===== src/rtl/mem_arb_pkg.sv =====
// rtl/mem_arb_pkg.sv - shared definitions for the CPU memory arbiter
//
// Purpose: state encoding of the arbiter FSM and the default timeout data word.
// Ports:   none (package).

package mem_arb_pkg;

  typedef enum logic [1:0] {
    IDLE  = 2'd0,
    DATA  = 2'd1,
    INSTR = 2'd2,
    DONE  = 2'd3
  } arb_state_e;

  localparam logic [31:0] ERROR_DATA_DEFAULT = 32'hDEAD_BEEF;

endpackage


===== src/rtl/ack_timer.sv =====
// rtl/ack_timer.sv - clearable 16-bit ack watchdog with terminal-count flag
//
// Purpose: counts wait cycles of an outstanding memory request.
// Ports:
//   clock    in   system clock
//   reset    in   asynchronous, active-high
//   clear    in   return the count to zero (wins over enable)
//   enable   in   count one more wait cycle
//   expired  out  count has reached TimeoutCycles-1

module ack_timer #(
  parameter int unsigned TimeoutCycles = 256
) (
  input  logic clock,
  input  logic reset,
  input  logic clear,
  input  logic enable,
  output logic expired
);

  localparam logic [15:0] LastCount = 16'(TimeoutCycles - 1);

  logic [15:0] count_q;
  logic [15:0] count_d;

  always_comb begin
    count_d = count_q;
    if (clear) begin
      count_d = '0;
    end else if (enable) begin
      count_d = count_q + 16'd1;
    end
  end

  always_ff @(posedge clock or posedge reset) begin
    if (reset) begin
      count_q <= '0;
    end else begin
      count_q <= count_d;
    end
  end

  assign expired = (count_q == LastCount);

endmodule


===== src/rtl/memory_arbiter.sv =====
// rtl/memory_arbiter.sv - serialises CPU data access and instruction fetch onto one memory port
//
// Purpose: each CPU step runs the data access (if any) then the fetch, stalling
//          the CPU until both complete; a watchdog forces completion on a dead memory.
// Ports:
//   clock, reset                      clock, asynchronous active-high reset
//   instrAddress / instrData          fetch address in, fetched word out
//   dataAddress, dataRead, dataWrite,
//   dataWriteData / dataReadData      data access in, load result out
//   cpuStall                          high while the CPU must hold its pipeline
//   memReq, memWe, memAddr, memWdata  request to memory
//   memAck, memRdata                  completion and read data from memory
//   memError                          sticky timeout flag

module memory_arbiter
  import mem_arb_pkg::*;
#(
  parameter int unsigned TimeoutCycles = 256,
  parameter logic [31:0] ErrorData     = ERROR_DATA_DEFAULT
) (
  input  logic        clock,
  input  logic        reset,
  input  logic [31:0] instrAddress,
  output logic [31:0] instrData,
  input  logic [31:0] dataAddress,
  input  logic        dataRead,
  input  logic        dataWrite,
  input  logic [31:0] dataWriteData,
  output logic [31:0] dataReadData,
  output logic        cpuStall,
  output logic        memReq,
  output logic        memWe,
  output logic [31:0] memAddr,
  output logic [31:0] memWdata,
  input  logic        memAck,
  input  logic [31:0] memRdata,
  output logic        memError
);

  arb_state_e  state_q;
  logic [31:0] cap_iaddr_q;
  logic [31:0] cap_daddr_q;
  logic [31:0] cap_wdata_q;
  logic        cap_write_q;
  logic [31:0] instr_data_q;
  logic [31:0] data_read_q;
  logic        mem_error_q;

  logic        in_req;
  logic        expired;
  logic        timed_out;
  logic        complete;
  logic [31:0] resp_data;

  assign in_req    = (state_q == DATA) || (state_q == INSTR);
  // A real ack in the terminal-count cycle wins over the timeout.
  assign timed_out = in_req && !memAck && expired;
  assign complete  = in_req && (memAck || expired);
  assign resp_data = memAck ? memRdata : ErrorData;

  // Clearing on completion and outside request states restarts the count at
  // every state entry, including the DATA->INSTR hand-over.
  ack_timer #(
    .TimeoutCycles(TimeoutCycles)
  ) u_ack_timer (
    .clock  (clock),
    .reset  (reset),
    .clear  (!in_req || complete),
    .enable (in_req && !memAck),
    .expired(expired)
  );

  always_ff @(posedge clock or posedge reset) begin
    if (reset) begin
      state_q      <= IDLE;
      cap_iaddr_q  <= '0;
      cap_daddr_q  <= '0;
      cap_wdata_q  <= '0;
      cap_write_q  <= 1'b0;
      instr_data_q <= '0;
      data_read_q  <= '0;
      mem_error_q  <= 1'b0;
    end else begin
      case (state_q)
        IDLE: begin
          cap_iaddr_q <= instrAddress;
          cap_daddr_q <= dataAddress;
          cap_wdata_q <= dataWriteData;
          // Read and write together resolve to a write.
          cap_write_q <= dataWrite;
          state_q     <= (dataRead || dataWrite) ? DATA : INSTR;
        end
        DATA: begin
          if (complete) begin
            if (!cap_write_q) begin
              data_read_q <= resp_data;
            end
            if (timed_out) begin
              mem_error_q <= 1'b1;
            end
            state_q <= INSTR;
          end
        end
        INSTR: begin
          if (complete) begin
            instr_data_q <= resp_data;
            if (timed_out) begin
              mem_error_q <= 1'b1;
            end
            state_q <= DONE;
          end
        end
        DONE: begin
          state_q <= IDLE;
        end
        default: begin
          state_q <= IDLE;
        end
      endcase
    end
  end

  always_comb begin
    memReq   = in_req;
    memWe    = (state_q == DATA) && cap_write_q;
    memAddr  = '0;
    memWdata = '0;
    if (state_q == DATA) begin
      memAddr  = cap_daddr_q;
      memWdata = cap_wdata_q;
    end else if (state_q == INSTR) begin
      memAddr = cap_iaddr_q;
    end
  end

  assign cpuStall     = (state_q != DONE);
  assign instrData    = instr_data_q;
  assign dataReadData = data_read_q;
  assign memError     = mem_error_q;

endmodule


===== config.mk =====
export PLATFORM = sky130hd
export DESIGN_NAME = memory_arbiter
export DESIGN_NICKNAME = d
export VERILOG_FILES = /design/src/rtl/mem_arb_pkg.sv /design/src/rtl/ack_timer.sv /design/src/rtl/memory_arbiter.sv
export SDC_FILE = /design/constraint.sdc
export NUM_CORES = 1
export LEC_CHECK = 0
export ABC_AREA = 1
export CORE_MARGIN = 2
export CORE_UTILIZATION = 30
export CTS_CLUSTER_SIZE = 16
export DETAILED_ROUTE_END_ITERATION = 10
export PLACE_DENSITY = 0.66
export SYNTH_ARGS = -nofsm -noshare
export SYNTH_HDL_FRONTEND = slang
export SYNTH_SLANG_ARGS = --single-unit

===== constraint.sdc =====
create_clock -name clock -period 17.8 [get_ports clock]
set_input_delay 2.67 -clock clock [delete_from_list [all_inputs] [get_ports clock]]
set_output_delay 2.67 -clock clock [all_outputs]
set_load 0.02 [all_outputs]

==> flow_results.org, run 1 <==
** Outcome
- The flow ran to the end, and the final reports show no timing, DRC or antenna violations.

** Placement
- Once detailed placement completed, the half-perimeter wirelength came to 15600 um.
- At the end of routability-driven placement, the weighted congestion stood at 0.820.
- Quantity of I/O buffers inserted on ports :: 264
- The placed instances occupy a cell area of 11000 um^2.

** Drt
- In the final routed layout, each cell accounts on average for 14.6 um.
- Detailed Routing Iterations Pass 1 :: 7
- In the routed layout, each cell is associated on average with a via count of 4.57.
- Drt total wl :: 23000 um
- The detailed router put a total of 10200 um of wire on met1.
- Total number of vias :: 7165
- Highest routing layer actually used :: met4
- Amount of wire on met2 after detailed routing :: 10800 um
- The detail route stage leaves a number of antenna-violating nets equal to 0.
- Count of routing violations after the opening detailed-route iteration :: 624
- Wire segments on met3 add up to 1540 um in the final route.
- DRC violation count after routing :: 0

** Clock tree
- Number of hold buffers added after cts :: 0
- Clock slew seen by the registers of the worst setup and hold paths :: 0.07 ns
- In this run the post-CTS setup repair buffer count came out at 0.
- The tree is rooted in a clkbuf_16.
- In this run, CTS created clock tree buffers numbering 17.
- Post-CTS repair changed the size of 0 cells.
- Bufs on Longest Clock Path :: 2
- The clock reaches the later pin of the worst-skew pair after 0.44 ns.
- Counting every sink on the clock net gives 180.
- TritonCTS clock tree :: built
- The clock tree synthesis step divided the H-tree into 4 levels.

** Yosys
- Of the post-synthesis cell area, the dominant cell type holds 0.552.
- The synthesized netlist contains 28 unique library cells.
- Yosys warning count :: 0
- Share of async-settable or async-resettable flops after synthesis :: 1.00
- Counting flops with a built-in enable in the synthesized netlist gives 0.
- A synthesized cell averages 8.25 um^2.
- The biggest area contributor in the post-synthesis netlist is dfrtp_1.
- Post-synthesis cell area :: 8160 um^2
- Sorting the synthesized cells by area gives the leading types as dfrtp_1 55%, nand2_1 17%, inv_1 5.7%, nand4_1 5.0%, o21ai_0 4.1%.
- The most used flip-flop cell after synthesis is dfrtp_1.
- For this run, the register share of the synthesized area comes to 0.552.
- Syn nets :: 1127
- After synthesis the netlist holds a flip-flop and latch count of 180.
- Synthesized instance count :: 989

** Power and ir drop
- Internal Power :: 1170 uW
- Summed over all nets, the switching power comes to 880 uW.
- Power Density :: 177 nW/um^2
- Switching Share :: 0.430
- Max VDD drop :: 0.0969 mV
- Part of the total power dissipated in combinational logic :: 0.485
- Leakage power summed over all cells :: 0.00562 uW
- Part of the total power dissipated in the clock network :: 0.190
- Reg power frac :: 0.326

** Global route
- For this run, the total global-route usage over all layers was measured as 0.163.
- The initial antenna violation count is 0.
- GRT Residual Overflow :: 0
- Via count of the first global-routing pass :: 7058
- Maximum number of pins on one net before global-route repair :: 132
- The first global-routing pass estimated 37100 um of wire.

** Setup path
- The critical path starts at state_q[1]$_DFFE_PP0P_.
- The worst setup path is captured at an output port.
- The critical path contains buffers and inverters numbering 4 combined.
- Worst-path cell chain :: inv_1 -> ha_1 -> buf_4 -> inv_2 -> nand2_1 -> o22ai_1 -> clkdlybuf4s50_1
- For this design, the slowest cell found on the critical path is nand2_1.
- Worst EP required :: 15.13 ns
- Worst path top cell family by delay :: buffers and inverters
- By startpoint and endpoint, the worst setup path is classified as flip-flop to output port.
- For the worst flop-to-flop path, the logic depth is 9.
- Worst EP arrival :: 3.88 ns
- Worst reg2reg path endpoint :: dataReadData[29]$_DFFE_PP0P_
- Reg2Reg Launch Point :: state_q[1]$_DFFE_PP0P_
- STA classifies the critical path startpoint as a flip-flop.
- Of all nets on the critical path, the largest fanout is 35.
- The worst register-to-register path has a setup slack of 14.74 ns.
- For this run, the slowest stage of the critical path takes 0.87 ns.

** Cells and area
- Compared with the post-synthesis result, the final layout area differs by 42.3%.
- At the end of the flow the core is filled with cells to 0.433.
- Final Cell Area :: 11600 um^2
- Of the cells placed in the final design, the portion with a size suffix greater than 1 is 0.0603.
- 0 antenna diodes ended up in the layout.
- For this run, the post-layout net count is 1353.

** Timing
- For the pin with the worst max-slew slack, the measured transition is 1.18 ns.
- After routing, the total negative slack on setup checks comes to 0 ns.
- RSZ-0062 raised after global routing :: false
- Of the available clock period, the critical path in the final layout requires 0.368.
- Setup violations remaining at the end of the flow were counted as 0.
- Headroom to the max-slew limit came out at 0.214.
- Highest attainable clock frequency :: 0.153 GHz
- Max-slew violation count :: 0
- Across the routed clock network, the largest skew measured is 0.0194 ns.
- Period minus WS final :: 6.55 ns
- Final hold viol count :: 0

** Min path
- Worst Hold Depth :: 1
- Min-delay src :: u_ack_timer.count_q[0]$_DFFE_PP0P_
- The path with the worst hold slack has its endpoint at u_ack_timer.count_q[0]$_DFFE_PP0P_.
- The path class of the tightest hold or removal check is flip-flop to flip-flop.

** Floorplanning
- Core Area :: 26800 um^2
- I/O pin count :: 265
- The die covers 28500 um^2.
- Measured along the y axis, the die boundary spans 169 um.
- From left edge to right edge, the die measures 169 um.
- For this configuration, the core starts out at a cell density of 0.304.
- Placement Rows :: 60

** Run
- The tool flagged a number of max-cap violations equal to 0.
-- power by group through the flow --
stage / clock [uW] / sequential [uW] / combinational (uW)
2_1_floorplan: 0 / 740 / 513
3_3_place_gp: 0 / 669 / 993
3_5_place_dp: 0 / 675 / 1000
4_1_cts: 402 / 669 / 1010
5_1_grt: 422 / 689 / 1100
6_report: 389 / 667 / 994
-- synth_stat cells, drive strengths merged, types with 5 or more instances --
cell type,count
nand2,366
inv,126
dfrtp,180
buf,25
nand3,10
xor2,6
clkbuf,38
o21ai,67
ha,5
o22ai,32
nor3,6
or2,24
nand4,65
nor2,31
-- logic make-up after synthesis --
group / synth area share
buffers and inverters: 0.0962
AOI/OAI and AO/OA: 0.0704
DFF: 0.552
xor gates and xnor gates: 0.00752
and+or+nand+nor: 0.266
adders and majority gates: 0.00767
-- cell usage in the layout (no fill, tap or decap), drive strengths merged, types with 2 or more instances in the layout --
cell type and instances:
buf 6, o21bai 2, a21oi 2, clkbuf 17, dfrtp 180, clkdlybuf4s50 264
xor2 6, ha 5, inv 133, nor2 31, nand3 10, clkinv 8
nand4 65, nor3 6, o22ai 32, nand2 366, or2 24, o21ai 67
-- through the flow --
stage | hold WS [ns] | instances | setup WS [ns] | power [uW]
global route | 0.492 | 1569 | 10.89 | 2210
detailed placement | 0.459 | 1537 | 11.69 | 1680
global placement | 0.448 | 1537 | 11.80 | 1660
finish | 0.471 | 1569 | 11.25 | 2050
CTS | 0.473 | 1569 | 11.20 | 2080
floorplan | 0.433 | 989 | 10.24 | 1250
-- final cells by class --
type,count,area [um^2]
tap,341,427
fill,2639,15200
multi-input combinational,620,2880
sequential,180,4500
inverter,126,478
clock inverter,15,199
timing repair buffer,270,2690
clock buffer,17,425
-- worst max path at each step --
stage,depth (start not counted),slack [ns],endpoint
finish,7,11.25,memAddr[29]
global route,7,10.89,memAddr[23]
CTS,7,11.20,memAddr[21]
detailed placement,7,11.69,memAddr[21]
global placement,7,11.80,memAddr[4]
floorplan,1,10.24,cap_daddr_q[0]$_DFFE_PP0N_
-- sequential cells by signal, indices dropped and copies added (netlist names) --
signal and cells:
state_q 2, instrData 32, u_ack_timer.count_q 16, cap_write_q 1, dataReadData 32, cap_daddr_q 32, cap_wdata_q 32, cap_iaddr_q 32
memError 1
-- worst register-to-register path: cells and delay by family (launching register included) --
kind                     cells  cell delay (ns)
AND/OR/NAND/NOR              4             1.18
adder cells (fa/ha/maj)      1             0.15
flip-flops                   1             0.41
buffers and inverters        4             1.22
-- per-layer routing --
| metal | vias up | global-route usage |
|---|---|---|
| met5 | - | 0 |
| met4 | 0 | 0.0491 |
| met3 | 20 | 0.0477 |
| met2 | 218 | 0.261 |
| met1 | 3375 | 0.214 |
| li1 | 3552 | - |
Note: power is estimated with default switching activity, not from simulation.
==> inputs of run 2 (changes only) <==
==> constraint.sdc (replaced) <==
create_clock -name clock -period 6.4 [get_ports clock]
set_input_delay 0.96 -clock clock [delete_from_list [all_inputs] [get_ports clock]]
set_output_delay 0.96 -clock clock [all_outputs]
set_load 0.02 [all_outputs]
==> run 2 against run 1 <==
Compared with the run above:
- flip-flop and latch count is the same
- critical path type unchanged
- clock skew is 0.0023 ns lower
- critical path depth unchanged
- routed wire length grew 0.80%
- utilization fell by 0.089 points
- largest power group unchanged
- clock power rose to 2.8 times the previous value
- highest routed layer unchanged
- total power grew to 2.8 times the previous value
- die area is the same
- setup slack got worse by 9.7 ns
- final area shrank 0.20%
- largest cell class unchanged
==> flow_results.org, run 2 (same netlist as run 1, synthesis figures left out) <==
** Setup path
- Worst-path cell chain :: inv_1 -> ha_1 -> buf_4 -> inv_2 -> nand2_1 -> o22ai_1 -> clkdlybuf4s50_1
- STA classifies the critical path endpoint as an output port.
- On the worst path, the slowest cell contributes a delay of 0.85 ns.
- On the critical path the largest part of the delay comes from buffers and inverters.
- Together, buffers and inverters on the worst path number 4.
- Worst EP required :: 5.44 ns
- Following the worst setup path forward leads to its endpoint at memAddr[5].
- Cell with the largest stage delay on the worst path :: nand2_1
- Slack of the worst reg-to-reg path :: 3.31 ns
- The startpoint identified for the worst register-to-register timing path is state_q[1]$_DFFE_PP0P_.
- Startpoint of the most critical setup path :: state_q[1]$_DFFE_PP0P_
- Worst reg2reg path endpoint :: dataReadData[20]$_DFFE_PP0P_
- Of all nets on the critical path, the largest fanout is 35.
- Crit. path cell count :: 7
- The number of cells on the worst reg-to-reg path is 9.
- The worst setup path is launched from a flip-flop.
- Data on the critical path arrives at its endpoint at 3.86 ns.
- The critical path is of the flip-flop to output port type.

** Power and ir drop
- Of the total power, the share spent switching nets is 0.429.
- Part of the total power dissipated in combinational logic :: 0.487
- Reg power frac :: 0.325
- Of the total power, the clock network draws 0.188.
- For this design the total switching power over the nets is 2440 uW.
- Leakage power summed over all cells :: 0.00561 uW
- Power Density :: 491 nW/um^2
- The internal power of the cells totals 3250 uW.
- Max VDD drop :: 0.211 mV

** Timing
- Relative slew slack :: 0.242
- Setup repair after global routing left no endpoint under its margin.
- For the pin with the worst max-slew slack, the measured transition is 1.13 ns.
- Highest attainable clock frequency :: 0.208 GHz
- Final setup violating endpoints :: 0
- In the finished design, the share of the clock period the worst path needs comes to 0.753.
- Final Skew :: 0.0171 ns
- Final hold viol count :: 0
- Final critical-path setup slack :: 1.58 ns
- For the final routed database, the setup TNS stands at 0 ns.
- Subtracting the final worst setup slack from the clock period gives 4.82 ns.
- Max-slew violation count :: 0
- Hold Slack :: 0.462 ns

** Cells and area
- Synth-to-layout area growth :: 42.0%
- Antenna cells :: 0
- Nets@finish :: 1353
- Registers take 4500 um^2.
- Leaving out fill and tap cells, the most frequent cell in the layout is nand2_1.
- Final-layout fill cell count :: 2627
- Commonest cells after routing, fill and taps aside :: 363 x nand2_1, 264 x clkdlybuf4s50_1, 180 x dfrtp_1, 123 x inv_1, 67 x o21ai_0
- Fraction of final layout cells sized beyond drive strength 1 :: 0.0603
- Final Cell Area :: 11600 um^2
- In the final layout, the multi-input gates occupy 2880 um^2.
- At the end of the flow the core is filled with cells to 0.432.

** Clock tree
- Once the clock tree was built, the resizer swapped 0 gates to a different size.
- For the worst-skew pair, the clock arrives at the later sink with an insertion delay of 0.43 ns.
- The clock passes through at most 2 buffers.
- Total clock sinks :: 180
- Clk Tree Root Cell :: clkbuf_16
- In this run, post-CTS hold repair placed 0 buffers.
- Setup fix buffers added after clock tree synthesis :: 0
- Total clock buffers created by CTS :: 17
- Clock-pin slew was measured on the worst setup and hold paths at 0.07 ns.
- TritonCTS clock tree :: built
- In this run the number of H-tree levels came out at 4.

** Min path
- HP Class :: flip-flop to flip-flop

** Floorplanning
- The die covers 28500 um^2.
- Core Area :: 26800 um^2
- The initial utilization of the core area, before any placement, comes to 0.304.
- The floorplan step set the die height to 169 um.
- Placement Rows :: 60
- I/O pin count :: 265
- In this run the horizontal extent of the chip is 169 um.

** Drt
- Mean routed wirelength per cell :: 14.7 um
- In this run the remaining antenna-violating nets after routing total 0.
- Per-cell via count in the routed design :: 4.58
- Count of routing violations after the opening detailed-route iteration :: 482
- After detailed routing, the number of remaining DRC violations is 0.
- Total number of vias :: 7180
- Wires add up to 23100 um.
- Detailed Routing Iterations Pass 1 :: 5

** Global route
- Antenna violations before repair :: 0
- Global-route wire length before repair :: 37400 um
- The number of global-route vias before repair came to 7095.
- For this run, the total global-route usage over all layers was measured as 0.164.
- Global routing finished with a remaining overflow of 0.
- Entering global routing, the biggest net connects 130 pins.

** Placement
- Buffers placed on the I/O ports in this run total 264.
- Placement-stage worst setup slack :: 2.01 ns
- Area post-placement :: 11000 um^2
- Detailed Place HPWL :: 15700 um
- At the end of routability-driven placement, the weighted congestion stood at 0.818.

** Outcome
- The run finished with clean final reports.

** Run
- Max-cap violations in this run came to 0.
==> run 2: power by group through the flow <==
stage | Clock (uW) | Sequential (uW) | Combinational [uW]
floorplan | 0 | 2060 | 1430
global placement | 0 | 1860 | 2760
detailed placement | 0 | 1880 | 2800
CTS | 1100 | 1850 | 2810
global route | 1160 | 1910 | 3050
finish | 1070 | 1850 | 2770
==> run 2: routing by layer <==
| metal | track usage | wire (um) | up-vias | share of wire |
|---|---|---|---|---|
| li1 | - | - | 3559 | - |
| met1 | 0.217 | 10400 | 3390 | 0.45 |
| met2 | 0.264 | 10900 | 210 | 0.47 |
| met3 | 0.0449 | 1480 | 21 | 0.064 |
| met4 | 0.0469 | 379 | 0 | 0.016 |
| met5 | 0 | 0 | - | 0 |
==> run 2: worst reg2reg max path: cells and delay by family, from the launching register on <==
kind | cells | cell delay [ns]
adder cells (fa/ha/maj) | 1 | 0.16
buffers and inverters | 4 | 1.22
flip-flops | 1 | 0.41
AND/OR/NAND/NOR | 4 | 1.18
==> run 2: final cells by class <==
type,instances,area share
Timing Repair Buffer,270,0.232
Clock buffer,17,0.0367
Multi-Input combinational cell,620,0.249
Sequential cell,180,0.389
Tap cell,341,0.0368
Clock inverter,15,0.0151
Inverter,126,0.0413
==> run 2: metrics by stage <==
| stage | instances | power [uW] |
|---|---|---|
| after global routing | 1569 | 6120 |
| after detailed placement | 1537 | 4680 |
| after global placement | 1537 | 4630 |
| after floorplan | 989 | 3480 |
| after CTS | 1569 | 5770 |
| final | 1569 | 5690 |
==> run 2: how the worst min path moves through the flow <==
stage / endpoint / slack [ns] / start / depth (start not counted)
floorplan: u_ack_timer.count_q[0]$_DFFE_PP0P_ / 0.43 / u_ack_timer.count_q[0]$_DFFE_PP0P_ / 1
CTS: u_ack_timer.count_q[0]$_DFFE_PP0P_ / 0.47 / u_ack_timer.count_q[0]$_DFFE_PP0P_ / 1
global route: u_ack_timer.count_q[0]$_DFFE_PP0P_ / 0.50 / u_ack_timer.count_q[0]$_DFFE_PP0P_ / 1
finish: u_ack_timer.count_q[0]$_DFFE_PP0P_ / 0.46 / u_ack_timer.count_q[0]$_DFFE_PP0P_ / 1
detailed placement: instrData[26]$_DFFE_PP0P_ / 0.46 / instrData[26]$_DFFE_PP0P_ / 2
global placement: u_ack_timer.count_q[0]$_DFFE_PP0P_ / 0.45 / u_ack_timer.count_q[0]$_DFFE_PP0P_ / 1
